==> config.mk <==
export PLATFORM = sky130hd
export DESIGN_NAME = pulse_decoder_flat
export DESIGN_NICKNAME = d
export VERILOG_FILES = /design/src/rtl/pulse_decoder_if.sv /design/src/rtl/pulse_decoder.sv /design/src/flat_wrapper.sv
export SDC_FILE = /design/constraint.sdc
export NUM_CORES = 1
export LEC_CHECK = 0
export BUFFER_PORTS_ARGS = -buffer_cell sky130_fd_sc_hd__buf_2
export CAP_MARGIN = 30
export CORE_MARGIN = 1.5
export CORE_UTILIZATION = 25
export DETAILED_ROUTE_END_ITERATION = 10
export GPL_TIMING_DRIVEN = 0
export HOLD_SLACK_MARGIN = 0.08
export RECOVER_POWER = 50
export SLEW_MARGIN = 20
export SYNTH_ARGS = -nofsm -noshare
export SYNTH_HDL_FRONTEND = slang
export SYNTH_SLANG_ARGS = --single-unit
==> constraint.sdc <==
create_clock -name clk -period 1.9 [get_ports clk]
set_input_delay 0.095 -clock clk [delete_from_list [all_inputs] [get_ports clk]]
set_output_delay 0.095 -clock clk [all_outputs]
set_load 0.01 [all_outputs]
==> src/rtl/pulse_decoder_if.sv <==
// Pulse-line bus between a pulse source/consumer and pulse_decoder.
// The master side drives the pulse line and receives the decoded results.
interface pulse_decoder_if #(
  parameter int CNT_W = 4
);
  logic             signal;
  logic [CNT_W-1:0] count;
  logic             valid;
  logic             overflow;
  logic             busy;

  modport master (output signal, input count, valid, overflow, busy);
  modport slave  (input signal, output count, valid, overflow, busy);
endinterface

==> src/rtl/pulse_decoder.sv <==
// Counts rising edges on a possibly asynchronous pulse line and reports the
// per-burst total once the line has been quiet for GAP cycles.
module pulse_decoder #(
  parameter int CNT_W = 4,
  parameter int GAP   = 8
) (
  input  logic            clk,
  input  logic            rst_n,
  pulse_decoder_if.slave  bus
);

  localparam int GAP_W = (GAP > 2) ? $clog2(GAP) : 1;
  localparam logic [CNT_W-1:0] CNT_MAX  = '1;
  localparam logic [GAP_W-1:0] GAP_LAST = GAP_W'(GAP - 1);

  typedef enum logic {IDLE, COUNT} state_t;

  state_t           state;
  logic             sync1, sync2, prev;
  logic [CNT_W-1:0] cnt;
  logic [GAP_W-1:0] gap;
  logic             ovf;
  logic             rise;

  assign rise = sync2 & ~prev;

  // NOTE: all state uses non-blocking assignments so every flop samples the
  // values from before the edge; blocking here would collapse the sync chain.
  always_ff @(posedge clk or negedge rst_n) begin
    if (!rst_n) begin
      sync1        <= 1'b0;
      sync2        <= 1'b0;
      prev         <= 1'b0;
      state        <= IDLE;
      cnt          <= '0;
      gap          <= '0;
      ovf          <= 1'b0;
      bus.count    <= '0;
      bus.valid    <= 1'b0;
      bus.overflow <= 1'b0;
      bus.busy     <= 1'b0;
    end else begin
      sync1     <= bus.signal;
      sync2     <= sync1;
      prev      <= sync2;
      bus.valid <= 1'b0;

      case (state)
        IDLE: begin
          if (rise) begin
            cnt      <= CNT_W'(1);
            gap      <= '0;
            ovf      <= 1'b0;
            state    <= COUNT;
            bus.busy <= 1'b1;
          end
        end

        COUNT: begin
          if (rise) begin
            gap <= '0;
            // Saturate rather than wrap so an over-long burst is still flagged.
            if (cnt == CNT_MAX) ovf <= 1'b1;
            else                cnt <= cnt + CNT_W'(1);
          end else if (gap != GAP_LAST) begin
            gap <= gap + GAP_W'(1);
          end else begin
            bus.count    <= cnt;
            bus.overflow <= ovf;
            bus.valid    <= 1'b1;
            state        <= IDLE;
            bus.busy     <= 1'b0;
          end
        end

        default: begin
          state    <= IDLE;
          bus.busy <= 1'b0;
        end
      endcase
    end
  end

endmodule
==> src/flat_wrapper.sv <==
// flat-port wrapper written by rule: the top's interface ports become plain ports
module pulse_decoder_flat 
#(
  parameter int CNT_W = 4,
  parameter int GAP   = 8
)
  (clk, rst_n, bus_signal, bus_count, bus_valid, bus_overflow, bus_busy);
  pulse_decoder_if #(.CNT_W(CNT_W)) bus_i ();
  input  logic clk;
  input  logic rst_n;
  input wire logic [$bits(bus_i.signal)-1:0] bus_signal;
  output wire logic [$bits(bus_i.count)-1:0] bus_count;
  output wire logic [$bits(bus_i.valid)-1:0] bus_valid;
  output wire logic [$bits(bus_i.overflow)-1:0] bus_overflow;
  output wire logic [$bits(bus_i.busy)-1:0] bus_busy;
  assign bus_i.signal = bus_signal;
  assign bus_count = bus_i.count;
  assign bus_valid = bus_i.valid;
  assign bus_overflow = bus_i.overflow;
  assign bus_busy = bus_i.busy;
  pulse_decoder #(.CNT_W(CNT_W), .GAP(GAP)) u_core (.clk(clk), .rst_n(rst_n), .bus(bus_i));
endmodule
-- Yosys cells after proc, flatten, opt, wreduce, memory -nomap -nowiden
Cells that the tools add are included.
- add/subtract/negate cells: 2
- eq/ne operators: 9
- multiplexer cells: 23
- bitwise gates (word level): 5
- reduce and logical (&&, ||, !) cells: 5
- operators with widths (kind ; count):
    1-bit 2-to-1 mux ; 12
    4-bit 2-to-1 mux ; 3
    3-bit AND reduction ; 4
    2-bit inequality test (second input constant) ; 5
    3-bit 2-to-1 mux ; 3
    4-bit one-hot mux with 2 select lines ; 1
    3-bit inequality test (second input constant) ; 2
    1-bit one-hot mux with 2 select lines ; 3
    3-bit one-hot mux with 2 select lines ; 1
    4-bit by 1-bit adder with 4-bit output (second input constant) ; 1
    4-bit equality test (second input constant) ; 1
    1-bit inverter ; 4
    3-bit by 1-bit adder with 3-bit output (second input constant) ; 1
    2-bit by 1-bit inequality test with 1-bit output (second input constant) ; 1
    2-bit AND reduction ; 1
    1-bit AND ; 1
- flip-flop bits (word level): 19
- output and inout port bits: 7
- word-level logic and storage cells: 55

-- Logic depth before layout (Yosys ltp)
Gate-level depths: netlist of the first run.
- depth after elaboration: 4
- gate-level depth with buffers: 5
- depth with buffers taken out: 5

-- Worst setup path after synthesis of the first run
Ideal clock, no wire load.
- kind: register to register
- start point: register u_core.gap[0]
- end point: register u_core.bus.count[0]
- data arrival time: 1318 ps
- required time: 1775 ps
- slack: 457 ps
- stages on the path, launching flop included: 6
- buffers on the path: 1
- period minus slack after synthesis: 1443 ps
- cells stage by stage: dfrtp_1 -> ha_1 -> ha_1 -> and3_4 -> buf_6 -> mux2_4
- longest elaborated chain between the ends: 3
- ends and longest elaborated chain (element ; line ; RTL):
    start: declaration ; pulse_decoder.sv:21 ; logic [GAP_W-1:0] gap;
    start signal: assignment ; pulse_decoder.sv:66 ; gap <= gap + GAP_W'(1);
    3-bit inequality test ; pulse_decoder.sv:65 ; end else if (gap != GAP_LAST) begin
    1-bit inverter (no line) ; - ;
    3-bit AND reduction (no line) ; - ;
    end signal: assignment ; pulse_decoder.sv:68 ; bus.count <= cnt;
    end: declaration ; pulse_decoder_if.sv:13 ; modport slave (input signal, output count, valid, overflow, busy);
Every way passes these cells.
A chain may end at the register's enable or synchronous reset.

-- Final worst setup path of the first run
- start point: register u_core.gap[0]
- end point: register u_core.bus.overflow
- longest elaborated chain between the ends: 3
- ends and longest elaborated chain (element ; line ; RTL):
    3-bit inequality test ; pulse_decoder.sv:65 ;
    1-bit inverter (no line) ; - ;
    3-bit AND reduction (no line) ; - ;
    end signal: assignment ; pulse_decoder.sv:69 ; bus.overflow <= ovf;
    end: declaration ; pulse_decoder_if.sv:13 ;
Every way passes these cells.

==> results of run 1 <==
[sequential cells by signal, summed over array words and instances (netlist names)]
register and count:
u_core.bus.busy 1, u_core.bus.count 4, u_core.bus.overflow 1, u_core.bus.valid 1, u_core.cnt 4, u_core.gap 3
u_core.ovf 1, u_core.prev 1, u_core.state 1, u_core.sync1 1, u_core.sync2 1
[placed cells by master (no fill, tap or decap), drive strengths merged]
cell type / netlist / layout
dlygate4sd3: 0 / 2
nor2: 3 / 3
nand4: 2 / 2
nor3: 1 / 1
and3: 1 / 1
dfrtp: 19 / 19
o211ai: 1 / 1
buf: 3 / 11
o221a: 1 / 1
and2b: 2 / 2
a41oi: 1 / 1
mux2: 5 / 5
clkbuf: 0 / 4
nand3: 2 / 2
o21ba: 1 / 1
clkinv: 0 / 1
o21ai: 1 / 1
o22a: 1 / 1
nand2: 8 / 8
ha: 3 / 3
nor4b: 1 / 1
xnor2: 1 / 1
a21oi: 4 / 4
nand2b: 3 / 3
[kinds of logic after synthesis]
logic type      count (synthesis)  share of synthesized area, %
xor+xnor                        1                         1.066
compound gates                 10                         8.828
buf+inv                         3                         2.587
simple gates                   23                         15.98
mux                             5                         9.132
flops                          19                         57.84
fa+ha+maj                       3                         4.567
[layer usage]
layer / global-route usage (%) / vias up / wire length [µm]
met1: 9.151 / 250 / 599
met2: 13.04 / 10 / 589
met4: 1.905 / 0 / 9
met5: 0 / - / 0
met3: 3.838 / 2 / 58
li1: - / 258 / -
[power by group]
part	total, mW	internal, mW	leakage (nW)	switching (mW)
Combinational	0.453	0.250	0.195	0.203
Clock	0.200	0.0783	0.0177	0.121
Sequential	0.663	0.547	0.233	0.116
Total	1.32	0.876	0.445	0.440
[metrics by stage]
step           instance area [µm²]  total power, mW
2_1_floorplan                822.0           0.9970
5_1_grt                      968.4            1.434
6_report                     968.4            1.316
4_1_cts                      969.7            1.342
3_3_place_gp                 922.1            1.109
3_5_place_dp                 922.1            1.133
[area by class of cell]
class,count,area [µm²],share of cell area [%]
clock buffers,3,22.52,2.326
clock inverters,1,5.005,0.5168
repair buffers,11,63.81,6.589
plain buffers,3,21.27,2.196
flip-flops and latches,19,475.5,49.10
well taps,44,55.05,5.685
multi-input cells,42,325.3,33.59
[how the worst min path moves through the flow]
stage | start | to | slack [ps] | cells past startpoint
2_1_floorplan | rst_n | u_core.bus.busy | -200 | 0
3_5_place_dp | rst_n | u_core.bus.count[2] | 50 | 1
3_3_place_gp | rst_n | u_core.bus.count[2] | 50 | 1
4_1_cts | rst_n | u_core.cnt[2] | 260 | 2
6_report | u_core.sync1 | u_core.sync2 | 360 | 0
5_1_grt | u_core.sync1 | u_core.sync2 | 370 | 0
==> results.cfg, run 1 <==
[status]
run_status = completed

[critical_path]
reg2reg_from = u_core.gap[0]
max_stage_delay_ps = 420
critPathLaunchType = register
critical_path.max_fanout = 7
cpMostUsedCell = ha_1
r2r.worst_path.cells = 5
critPathArrivalTime_ps = 1700
cp-startpoint = u_core.gap[0]
cp-end-kind = register
criticalPathCategory = reg -> reg
reg2reg_to = u_core.bus.overflow
cp_num_cells = 5
crit_family = flip-flops
critPathSlowestCell = dfrtp_1
crit_required_ps = 2090
path_cells = ha_1 > ha_1 > and3_4 > buf_6 > mux2_4
crit_buf_inv = 1
crit_end = u_core.bus.overflow
rrSetupSlack_ps = 390

[logic_synthesis]
synth_cell_types = 24
synthTopCellsByCount = dfrtp_1, nand2_1, mux2_4, a21oi_1
ys.warnings.count = 0
ys_async_sr_fraction_pct = 100.0
synth_area_leader_cell = dfrtp_1
netlist_instances = 64
synth_ff_type = dfrtp_1
synth_edf_count = 0
ys_ff_latch = 19
synth.net_count = 70
avgSynthCellArea_um2 = 12.84
yosysMostFrequentCell = dfrtp_1
synth-seq-area-share_pct = 57.84
yosys.area.top_type_share_pct = 57.84
syn_area_um2 = 822.0
synthTopCellsByArea = dfrtp_1, mux2_4, ha_1, nand2_1, a21oi_1

[global_routing]
grt-ovfl-total = 0
grt_pass1_vias = 497
grt_usage_pct = 7.860
grt_max_degree = 20
antenna_found_initial = 0
grt_pass1_wl_um = 2090

[clock_tree]
ctsResizeCount = 0
cts_buffers = 3
hold_buffers = 2
cts-root-buf = clkbuf_4
clkTransAtPathRegs_ps = 110
htreeDepth = 1
cts_setup_buffers = 0
cts_tree = yes
cts_buffer_depth = 2
clk_latency_ps = 290
cts_num_sinks = 19

[routing]
detailroute.via_count = 520
drcViolationCount = 0
first_pass_iters = 4
drt_iter0_drc = 16
routedWlPerCell_um = 10.22
wirelength_um = 1257
via_per_inst = 4.228
drtAntennaViolNets = 0

[layout]
fin_nets = 86
stdcell_count = 123
fillers = 323
num_antenna_cells = 0
fin_util_pct = 31.46
drive_gt1_share_pct = 32.91
areaGrowthSynthToFinish_pct = 17.81

[timing]
setup_violations = 0
whs_ps = 359.2
final.period_utilization_pct = 79.24
timing.final.ws_setup_ps = 394.4
rsz0062_at_grt = no
hold_viol = 0
final.setup.tns_ps = 0
drv_slew = 0
relSlewSlack_pct = 33.03
skew_ps = 7.339
finalCriticalPeriod_ps = 1506
worstMarginPinSlew_ps = 1005
fmax_ghz = 0.6642

[floorplanning]
rows = 20
die_area_mm2 = 0.003641
start_util_pct = 26.71
num_io_pins = 10
die_w_um = 60.34
core_mm2 = 0.003078
die_h_um = 60.34

[place]
placed_cells = 117
hpwl_um = 903.2
post-place-ws_ps = 391.7
gp_congestion = 0.6722
port_buffers = 9

[hold_path]
hold_class = reg -> reg

[flow_run]
maxCapViolCount = 0

[power_and_ir_drop]
p_leak_nw = 0.4449
power_density_mw_per_mm2 = 1359
irDropWorstVdd_uv = 390.2
No activity file was read; power rests on OpenSTA's default activity.
==> run 2, diff against run 1 <==
==> constraint.sdc (replaced) <==
create_clock -name clk -period 1.4 [get_ports clk]
set_input_delay 0.07 -clock clk [delete_from_list [all_inputs] [get_ports clk]]
set_output_delay 0.07 -clock clk [all_outputs]
set_load 0.01 [all_outputs]
==> run 2 against run 1 <==
Against the previous run: critical path depth is 1 lower; fmax rose by 11%; combinational power up 52%; worst setup slack lost 350 ps; largest power group unchanged; highest routed layer unchanged.
==> results.cfg, run 2 (synthesis gave the netlist of run 1 again) <==
[routing]
routedWlPerCell_um = 10.82
first_pass_iters = 3
drtAntennaViolNets = 0
drt_iter0_drc = 13
via_per_inst = 4.280
drcViolationCount = 0
detailroute.via_count = 535
wirelength_um = 1352

[power_and_ir_drop]
power_density_mw_per_mm2 = 1878
p_leak_nw = 0.4476
irDropWorstVdd_uv = 582.3

[floorplanning]
start_util_pct = 26.71
num_io_pins = 10
die_h_um = 60.34
die_w_um = 60.34
die_area_mm2 = 0.003641
rows = 20
core_mm2 = 0.003078

[critical_path]
criticalPathCategory = reg -> reg
critPathArrivalTime_ps = 1540
reg2reg_from = u_core.gap[0]
reg2reg_to = u_core.bus.overflow
critPathLaunchType = register
r2r.worst_path.cells = 4
critical_path.max_fanout = 6
crit_required_ps = 1590
cp-startpoint = u_core.gap[0]
cp-end-kind = register
rrSetupSlack_ps = 50
crit_end = u_core.bus.overflow

[clock_tree]
clk_latency_ps = 290
cts_tree = yes
cts_buffers = 3
clkTransAtPathRegs_ps = 100
cts_num_sinks = 19
cts-root-buf = clkbuf_4
cts_buffer_depth = 2
htreeDepth = 1

[layout]
areaGrowthSynthToFinish_pct = 20.85
final_cell_mix = dfrtp_1, buf_2, nand2_1
finalInstanceArea_um2 = 993.5
fin_nets = 88
num_antenna_cells = 0
drive_gt1_share_pct = 35.80
reg_top3 = u_core.bus.count: 4 flops, u_core.cnt: 4 flops, u_core.gap: 3 flops
final_common_cell = dfrtp_1
stdcell_count = 125

[timing]
setup_violations = 0
rsz0062_at_grt = no
drv_slew = 0
relSlewSlack_pct = 34.52
finalCriticalPeriod_ps = 1354
fmax_ghz = 0.7383
whs_ps = 365.5
skew_ps = 0.9577
worstMarginPinSlew_ps = 982.2
final.period_utilization_pct = 96.75
hold_viol = 0

[global_routing]
antenna_found_initial = 0
grt_pass1_vias = 518
grt_usage_pct = 8.481
grt_pass1_wl_um = 2256
grt_max_degree = 20
grt-ovfl-total = 0

[status]
run_status = completed

[place]
dpl-instance-area_um2 = 927.1
port_buffers = 9
placed_cells = 117
hpwl_um = 939.9
gp_congestion = 0.6673

[flow_run]
maxCapViolCount = 0

[hold_path]
hold_class = reg -> reg
hold_path_depth = 0
## run 2: cell count changes in the layout (fill, tap and decap cells not counted), sizes merged
cell / change
buf: +2
clkbuf: +1
clkinv: -1
## run 2: routing by layer
metal | global-route usage [%] | up-vias | routed length [µm] | part of all wire (%)
li1 | - | 260 | - | -
met1 | 9.947 | 261 | 620 | 46
met2 | 13.82 | 11 | 657 | 49
met3 | 3.838 | 3 | 67 | 5.0
met4 | 2.857 | 0 | 8 | 0.59
met5 | 0 | - | 0 | 0
## run 2: worst min-delay path by stage
stage	endpoint	start	slack, ps
final	u_core.sync2	u_core.sync1	370
after global routing	u_core.sync2	u_core.sync1	380
after CTS	u_core.state	rst_n	240
after detailed placement	u_core.bus.count[2]	rst_n	30
after global placement	u_core.bus.count[2]	rst_n	20
after floorplan	u_core.bus.busy	rst_n	-230
## run 2: stage by stage
stage	utilization (%)	setup slack, ps	TNS [ps]	power [mW]
finish	32.28	45.54	0	1.866
floorplan	-	3.154	0	1.358
global route	32.28	2.180	0	2.029
global placement	30.12	-27.79	-126.8	1.511
CTS	31.50	5.740	0	1.846
detailed placement	30.12	-45.87	-199.3	1.552
## run 2: where the power goes
group | internal (mW) | leakage, nW | switching [mW]
combinational | 0.384 | 0.200 | 0.303
sequential | 0.743 | 0.233 | 0.166
clock | 0.111 | 0.0150 | 0.160
## run 2: cell type report
| cell class | instances | area [µm²] |
|---|---|---|
| plain buffers | 2 | 10.01 |
| clock buffers | 4 | 26.28 |
| fillers | 311 | 2085 |
| multi-input cells | 42 | 340.3 |
| flip-flops and latches | 19 | 475.5 |
| well taps | 44 | 55.05 |
| repair buffers | 14 | 86.33 |
## run 2: timing repair
item	in CTS	in global routing
endpoints found under the hold margin	20	0
endpoints found under the setup margin	5	5
gates resized for setup	0	1
setup buffers	1	2
pin swaps	0	2
hold buffers	2	0
## run 2: worst max-delay path, cell delays in order, from the launching register on
cell and delay [ps]:
dfrtp_1 370, ha_2 190, ha_4 130, and3_4 240, mux2_4 310
==> run 3, diff against run 2 <==
--- a/config.mk
+++ b/config.mk
@@ -8,10 +8,11 @@
 export BUFFER_PORTS_ARGS = -buffer_cell sky130_fd_sc_hd__buf_2
 export CAP_MARGIN = 30
 export CORE_MARGIN = 1.5
-export CORE_UTILIZATION = 25
+export CORE_UTILIZATION = 54
 export DETAILED_ROUTE_END_ITERATION = 10
 export GPL_TIMING_DRIVEN = 0
 export HOLD_SLACK_MARGIN = 0.08
+export PLACE_DENSITY = 0.85
 export RECOVER_POWER = 50
 export SLEW_MARGIN = 20
 export SYNTH_ARGS = -nofsm -noshare
==> constraint.sdc (replaced) <==
create_clock -name clk -period 1.25 [get_ports clk]
set_input_delay 0.0625 -clock clk [delete_from_list [all_inputs] [get_ports clk]]
set_output_delay 0.0625 -clock clk [all_outputs]
set_load 0.01 [all_outputs]
==> run 3 against run 2 <==
Against the previous run: the run now ends with negative setup slack left; critical endpoint is now u_core.bus.count[1]; routed wire length fell by 1.0%; sequential power increased by 14%; first-iteration DRC count is 46% lower; critical path type unchanged; clock-buffer cell count is 1 lower; global-route usage grew 9.5 points; worst hold slack lost 140 ps; cell count shrank 25%; register-to-register slack got worse by 150 ps; clock power grew 12%; final area decreased by 1.5%; worst setup slack got worse by 150 ps; critical path depth is the same; highest routed layer unchanged.
==> results.cfg, run 3 (synthesis gave the netlist of run 1 again) <==
[status]
run_status = complete, but fails checks
violations = negative setup slack

[power_and_ir_drop]
irDropWorstVdd_uv = 1368
total_power_mw = 2.170
p_leak_nw = 0.4503
power_density_mw_per_mm2 = 2218

[critical_path]
crit_required_ps = 1440
reg2reg_to = u_core.bus.count[1]
critical_path.max_fanout = 7
r2r.worst_path.cells = 4
crit_end = u_core.bus.count[1]
cp-startpoint = u_core.gap[0]
critPathArrivalTime_ps = 1540
rrSetupSlack_ps = -100
cp-end-kind = register
criticalPathCategory = reg -> reg
critPathLaunchType = register
reg2reg_from = u_core.gap[0]

[layout]
finalInstanceArea_um2 = 978.4
num_antenna_cells = 0
fillers = 104
final_cell_mix = dfrtp_1, buf_2, nand2_1
areaGrowthSynthToFinish_pct = 19.03
fin_nets = 86
stdcell_count = 94
reg_top3 = u_core.bus.count: 4 flops, u_core.cnt: 4 flops, u_core.gap: 3 flops
final_common_cell = dfrtp_1
drive_gt1_share_pct = 44.30

[routing]
drt_iter0_drc = 7
drcViolationCount = 0
wirelength_um = 1338
via_per_inst = 5.670
routedWlPerCell_um = 14.23
detailroute.via_count = 533
drtAntennaViolNets = 0
first_pass_iters = 4

[timing]
final.period_utilization_pct = 108.3
worstMarginPinSlew_ps = 415.8
rsz0062_at_grt = yes
relSlewSlack_pct = 72.28
hold_viol = 0
drv_slew = 0
fmax_ghz = 0.7386
finalCriticalPeriod_ps = 1354
final.setup.tns_ps = -675.3
skew_ps = 5.902
whs_ps = 226.7
setup_violations = 11
timing.final.ws_setup_ps = -103.9

[clock_tree]
cts_tree = yes
cts-root-buf = clkbuf_4
cts_buffers = 3
htreeDepth = 1
clkTransAtPathRegs_ps = 110
cts_buffer_depth = 2
cts_num_sinks = 19
clk_latency_ps = 300

[floorplanning]
die_area_mm2 = 0.001765
num_io_pins = 10
start_util_pct = 60.16
die_h_um = 42.02
rows = 13
die_w_um = 42.02
core_mm2 = 0.001366

[place]
dpl-instance-area_um2 = 900.9
gp_congestion = 0.6984
port_buffers = 9
hpwl_um = 884
placed_cells = 88

[flow_run]
maxCapViolCount = 0

[global_routing]
grt_pass1_vias = 545
antenna_found_initial = 0
grt_usage_pct = 17.99
grt_max_degree = 20
grt_pass1_wl_um = 2373
grt-ovfl-total = 0

[hold_path]
hold_class = in -> async
## run 3: critical path: stages (launching register included)
cell and delay [ps]:
dfrtp_1 400, ha_4 150, ha_4 130, and3_4 240, mux2_4 310
## run 3: per-layer routing
metal  wire, µm  GRT usage [%]  vias up  part of all wire (%)
met2        704          31.25       14                    53
met5          0              0        -                     0
met3         42          2.586        4                   3.1
li1           -              -      256                     -
met4         25          9.375        0                   1.9
met1        564          21.53      259                    42
## run 3: repair_timing
action,4_1_cts,5_1_grt
resized for setup,2,5
hold buffers,2,0
setup endpoints to repair,12,14
pin swaps,1,3
endpoints found under the hold margin,20,0
setup buffers,1,0
## run 3: layout make-up
| cell class | instances | area [µm²] | share of cell area [%] |
|---|---|---|---|
| plain buffers | 2 | 10.01 | 1.023 |
| clock buffers | 3 | 22.52 | 2.302 |
| clock inverters | 1 | 5.005 | 0.5115 |
| multi-input cells | 42 | 372.9 | 38.11 |
| flip-flops and latches | 19 | 476.7 | 48.72 |
| well taps | 15 | 18.77 | 1.918 |
| repair buffers | 12 | 72.57 | 7.417 |
## run 3: worst min-delay path by stage
stage	slack, ps	depth (start not counted)	end
2_1_floorplan	-230	0	u_core.bus.busy
3_3_place_gp	10	1	u_core.bus.count[3]
3_5_place_dp	20	1	u_core.bus.count[3]
4_1_cts	220	2	u_core.bus.count[3]
5_1_grt	260	2	u_core.bus.count[3]
6_report	230	2	u_core.bus.overflow
## run 3: metrics by stage
step	setup WS [ps]	utilization [%]
2_1_floorplan	-122.0	-
3_3_place_gp	-154.8	65.93
3_5_place_dp	-180.6	65.93
4_1_cts	-136.9	69.51
5_1_grt	-162.4	71.61
6_report	-103.9	71.61
## run 3: report_power, final
group          switching [mW]  internal (mW)
registers               0.204          0.833
clock network           0.184          0.119
logic                   0.358          0.473
